`src/rtl/hazard_unit.sv`:
```
// Load-use hazard detection, stall sequencing and branch-flush control for the five-stage core.
// Optional build macro HAZARD_UNIT_STATS_EN adds saturating stall/flush event counters.
module hazard_unit #(
   parameter int LOAD_STALL_CYCLES = 1,
   parameter int REG_ADDR_W        = 5
) (
   input  logic                  clk,
   input  logic                  rst_n,
   input  logic [REG_ADDR_W-1:0] id_rs1,
   input  logic [REG_ADDR_W-1:0] id_rs2,
   input  logic                  id_uses_rs1,
   input  logic                  id_uses_rs2,
   input  logic [REG_ADDR_W-1:0] ex_rd,
   input  logic                  ex_mem_read,
   input  logic                  branch_taken,
   output logic                  pc_write,
   output logic                  if_id_write,
   output logic                  control_mux_sel,
   output logic                  if_id_flush,
   output logic                  id_ex_flush,
   output logic                  ex_mem_flush
`ifdef HAZARD_UNIT_STATS_EN
   ,
   output logic [31:0]           stall_count,
   output logic [31:0]           flush_count
`endif
);

   typedef enum logic {RUN, STALL} state_t;

   localparam logic [1:0] STALL_INIT = 2'(LOAD_STALL_CYCLES - 1);

   state_t     st_reg, st_next;
   logic [1:0] cnt_reg, cnt_next;
   logic       hz;

   // x0 is hardwired to zero, so a load targeting it can never create a dependency.
   assign hz = ex_mem_read && (ex_rd != '0) &&
               ((id_uses_rs1 && (ex_rd == id_rs1)) || (id_uses_rs2 && (ex_rd == id_rs2)));

   always_comb begin
      st_next         = st_reg;
      cnt_next        = cnt_reg;
      pc_write        = 1'b1;
      if_id_write     = 1'b1;
      control_mux_sel = 1'b0;
      if_id_flush     = 1'b0;
      id_ex_flush     = 1'b0;
      ex_mem_flush    = 1'b0;
      if (!rst_n) begin
         // Front end frozen with bubbles for as long as the core is held in reset.
         pc_write        = 1'b0;
         if_id_write     = 1'b0;
         control_mux_sel = 1'b1;
      end else if (branch_taken) begin
         // The resolving branch is older than anything stalled behind it, so flush wins.
         if_id_flush  = 1'b1;
         id_ex_flush  = 1'b1;
         ex_mem_flush = 1'b1;
         st_next      = RUN;
         cnt_next     = 2'd0;
      end else if (st_reg == STALL) begin
         pc_write        = 1'b0;
         if_id_write     = 1'b0;
         control_mux_sel = 1'b1;
         cnt_next        = cnt_reg - 2'd1;
         if (cnt_reg == 2'd1) begin
            st_next = RUN;
         end
      end else if (hz) begin
         pc_write        = 1'b0;
         if_id_write     = 1'b0;
         control_mux_sel = 1'b1;
         if (LOAD_STALL_CYCLES > 1) begin
            st_next  = STALL;
            cnt_next = STALL_INIT;
         end
      end
   end

   always_ff @(posedge clk or negedge rst_n) begin
      if (!rst_n) begin
         st_reg  <= RUN;
         cnt_reg <= 2'd0;
      end else begin
         st_reg  <= st_next;
         cnt_reg <= cnt_next;
      end
   end

`ifdef HAZARD_UNIT_STATS_EN
   always_ff @(posedge clk or negedge rst_n) begin
      if (!rst_n) begin
         stall_count <= '0;
         flush_count <= '0;
      end else begin
         if (control_mux_sel && (stall_count != '1)) begin
            stall_count <= stall_count + 32'd1;
         end
         if (if_id_flush && (flush_count != '1)) begin
            flush_count <= flush_count + 32'd1;
         end
      end
   end
`endif

endmodule

```
`config.mk`:
```
export PLATFORM = sky130hd
export DESIGN_NAME = hazard_unit
export DESIGN_NICKNAME = d
export VERILOG_FILES = /design/src/rtl/hazard_unit.sv
export SDC_FILE = /design/constraint.sdc
export NUM_CORES = 1
export LEC_CHECK = 0
export ABC_AREA = 1
export CAP_MARGIN = 20
export CORE_AREA = 2 2 39 41
export DETAILED_ROUTE_END_ITERATION = 12
export DIE_AREA = 0 0 41 43
export PLACE_DENSITY_LB_ADDON = 0.3
export SLEW_MARGIN = 10
export SYNTH_ARGS = -nofsm -noshare
export SYNTH_HDL_FRONTEND = slang
export SYNTH_SLANG_ARGS = --single-unit
export TNS_END_PERCENT = 10
```
`constraint.sdc`:
```
create_clock -name clk -period 1.3 [get_ports clk]
set_input_delay 0.13 -clock clk [delete_from_list [all_inputs] [get_ports clk]]
set_output_delay 0.13 -clock clk [all_outputs]
set_load 0.01 [all_outputs]
```
# Word level (Yosys, flattened, before mapping)
# Cells that the tools add are included.
# word_totals
out_inout_bits,6
elab_cells,29
inputBits,21
reg_bits,3
# classes
add_sub_neg,1
reduce_logical,8
n_mux,15
eq_ne,3
# ops
operator,count
$mux 1,13
$eq 5x5->1,2
$reduce_bool 5->1,1
$logic_and 1x1->1,4
$mux 2,2
$eq 2x1->1 const B,1
$reduce_and 2->1,1
$reduce_bool 2->1,1
$sub 2x1->2 const B,1
$logic_or 1x1->1,1

# Logic depth before layout (Yosys ltp)
# depth
depth_word,8
depth_mapped,10
depth_no_buf,9

# Worst setup path before layout
# Ideal clock, no wire load.
# synth_timing
kind,input to output
from,in ex_rd[3]
to,out pc_write
n_path_buf,1
stages,8
arrival_time_ns,0.848
slack_ns,0.322
required_ns,1.170
cell_sequence,inv_1 > nand4_1 > o21ai_0 > inv_1 > nand2_2 > nand2_1 > nand2_1 > buf_4
# synth_via
elab_chain_len,8
word_cells_on_any_way,12
cone_classes,eq/ne: 2; mux: 4; reduce/logical: 6
# synth_lines
item,line_no,rtl
"start, declared",13,"input logic [REG_ADDR_W-1:0] ex_rd,"
$eq 5x5->1,39,((id_uses_rs1 && (ex_rd == id_rs1)) || (id_uses_rs2 && (ex_rd == id_rs2)));
$logic_and 1x1->1,39,
$logic_or 1x1->1,39,
$logic_and 1x1->1 *,38,assign hz = ex_mem_read && (ex_rd != '0) &&
$mux 1 * (4 in series),n/a,
"end, declared",16,"output logic pc_write,"
# Mark *: on every way between the ends. The rest lies on a longest branch, timed or not.

# Worst setup path in the final report
# layout_timing
from,in rst_n
to,reg cnt_reg[0]
# layout_via
elab_chain_len,1
# layout_lines
item,line_no,rtl
"start, declared",8,"input logic rst_n,"
$reduce_and 2->1 (no source line),n/a,
"end signal, assigned",87,cnt_reg <= cnt_next;
"end, declared",34,"logic [1:0] cnt_reg, cnt_next;"
# Every way passes these cells.
# A chain may end at the register's enable or synchronous reset.

==> results.md <==
* Hold path endpoint: st_reg$_DFFE_PN0P_
* Peak VDD IR at 0.296 mV
* DR vias at 525
* Critical Path Start: rst_n
* Vias in the first global route at 448
* Drt via density at 4.01
* Crit-path max cell delay at 0.59 ns
* Remaining Overflow, GRT at 0
* DR pass1 iterations at 4
* Num CTS Buffers at 3
* CP top delay family: buffers and inverters
* Worst Hold Class: primary input to register
* Most common cell after layout, fill and taps aside: nand2_1
* Fmax at 823 MHz
* Sequential fraction of the synthesis area at 18.2%
* Area occupied by multi-input gates at 250 um2
* Syn Inst Count at 80
* Internal at 0.294 mW
* Post-route ant nets at 0
* Clock Power Share at 39.8%
* Core Footprint at 1380 um2
* Buffers on Ports at 26
* Share of cells above drive strength 1 at 25.2%
* Critical hold path startpoint: rst_n
* CP max-delay cell: dlygate4sd3_1
* Initial antenna violation count at 0
* Gate power share at 37.7%
* Power Density at 568 nW/um2
* RD Place Congestion at 0.778
* Mapped Nets at 102
* Non-Filler Instances at 131
* Detailed placer's ending HPWL at 860 um
* Worst path buffer plus inverter count at 3
* Avg WL per Cell at 7.54 um
* Register-to-register setup slack at 0.24 ns
* WS Path Type: primary input to register
* Worst reg-to-reg path cell count at 3
* Worst Setup Start Kind: primary input
* H-tree levels at 1
* Switch share at 29.4%
* Worst hold path cell count at 5
* Post-layout nets at 138
* Fin crit period at 1.22 ns
* Area after DPL at 722 um2
* Flops & latches, synth at 3
* Worst Skew at 0.00445 ns
* Required time of the critical path at 1.42 ns
* Die width at 41 um
* Worst-path fanout max at 4
* Flop pwr share at 22.5%
* CP Cell Sequence: dlymetal6s2s_1 -> dlygate4sd3_1 -> buf_4 -> nand2_1 -> xor2_1 -> nor2_1
* Register Area at 75.1 um2
* NetSw at 0.122 mW
* Initial DRC Count at 12
* Post-route cell area at 733 um2
* Leak at 0.471 nW
* Core Util, Final at 53.0%
* Hold Vio Cnt, Final at 0
* Largest register FFs at 2
* Residual DRC count at 0
* Levels on crit path at 6
* Sink Count at 3
* Placed insts at 126
* Max-cap viol count at 0
* Worst slew pin tran at 0.257 ns
* Avg Inst Size Synth at 5.15 um2
* Slew headroom at 82.7%
* Clk slew on worst S/H paths at 0.04 ns
* Largest net degree at the start of global routing at 6
* Setup Fix Bufs, Post-CTS at 0
* Final Max Tran Viols at 0
* Dpl ws at -0.597 ns
* Clk_lat worst skew at 0.24 ns
* Root buf cell: clkbuf_4
* Synth cell types at 15
* Clk buf depth at 2
* Final worst setup slack at 0.0847 ns
* Initial Utilization at 29.7%
* Top Ports at 27
* Critical R2R Capture: cnt_reg[1]$_DFFE_PN0P_
* Number of diodes at 0
* Site row count at 14
* Unrepaired setup endpoints after global routing: no
* Tcrit/Tclk final at 93.5%
* Most frequent cells in the layout: 31 x nand2_1, 13 x inv_1, 10 x dlygate4sd2_1, 9 x nor2_1, 7 x buf_4
* Die area at 1760 um2
* CP endpoint kind: register
* Synth-to-Final Area Change at 78.1%
* Die Y at 43 um
* Endpoints failing setup at 0
* Final wirelength at 988 um
* Global-route wire length before repair at 1.61 mm
* TritonCTS clock tree: yes
* Gr usage total at 13.7%
* Post-synthesis cell area at 412 um2
* Crit Reg-Reg Startpoint: cnt_reg[0]$_DFFE_PN0P_
* Result of the run: completed
* Yosys warnings at 0
* CP arrival at 1.33 ns
* Fill cells at 167
worst max path at each step:
stage,end
after global routing,if_id_write
after CTS,ex_mem_flush
after global placement,control_mux_sel
after detailed placement,control_mux_sel
final,cnt_reg[0]$_DFFE_PN0P_
after floorplan,pc_write
Yosys cell counts:
master / instances / area share (%)
a21oi_1: 1 / 1.2
a21oi_2: 1 / 2.1
buf_4: 3 / 5.5
dfrtp_1: 3 / 18
ha_1: 1 / 3.0
inv_1: 17 / 16
inv_2: 2 / 1.8
nand2_1: 33 / 30
nand2_2: 2 / 3.0
nand3_1: 3 / 3.6
nand4_1: 1 / 1.5
nor2_1: 10 / 9.1
o21ai_0: 1 / 1.2
o31ai_1: 1 / 1.8
xor2_1: 1 / 2.1
stage by stage:
| step | total power, mW | TNS, ns | hold WS (ns) |
|---|---|---|---|
| finish | 0.417 | 0 | 0.411 |
| global placement | 0.267 | -2.63 | 0.497 |
| CTS | 0.411 | 0 | 0.249 |
| global route | 0.452 | 0 | 0.447 |
| floorplan | 0.162 | 0 | -0.166 |
| detailed placement | 0.269 | -2.65 | 0.492 |
per-layer routing:
| layer | global-route usage [%] | vias to the layer above | share of wire, % |
|---|---|---|---|
| met1 | 17.2 | 203 | 44 |
| met2 | 20.3 | 20 | 48 |
| met4 | 8.00 | 0 | 1.4 |
| li1 | - | 300 | - |
| met3 | 3.14 | 2 | 7.0 |
| met5 | 0 | - | 0 |
kinds of logic after synthesis:
| family | after synthesis | synth area share (%) |
|---|---|---|
| and+or+nand+nor | 49 | 47.4 |
| buffers and inverters | 22 | 22.8 |
| adders and majority gates | 1 | 3.04 |
| AOI/OAI and AO/OA | 4 | 6.38 |
| DFF | 3 | 18.2 |
| xor gates and xnor gates | 1 | 2.13 |
worst reg2reg max path, cell delays in order, from the launching register on:
cell and delay (ns):
dfrtp_1 0.38, ha_1 0.28, inv_1 0.03, o31ai_1 0.26
what timing repair did:
action                                  4_1_cts  5_1_grt
endpoints found under the setup margin        6        6
pin swaps                                    13        6
hold endpoints to repair                      0        3
resized for setup                            35       21
hold buffers                                  0        1
power by group through the flow:
stage	Sequential [mW]	Combinational, mW	Clock [mW]
after CTS	0.0939	0.147	0.169
after detailed placement	0.0951	0.174	0
after global routing	0.0938	0.179	0.180
after global placement	0.0951	0.172	0
after floorplan	0.0951	0.0673	0
final	0.0939	0.157	0.166
final cells by class:
cell class,count,area share (%)
Sequential cell,3,10.2
Multi-Input combinational cell,55,34.1
Inverter,19,9.73
Timing Repair Buffer,34,39.6
Tap cell,16,2.73
Clock buffer,4,3.58
Note: power is estimated with default switching activity, not from simulation.
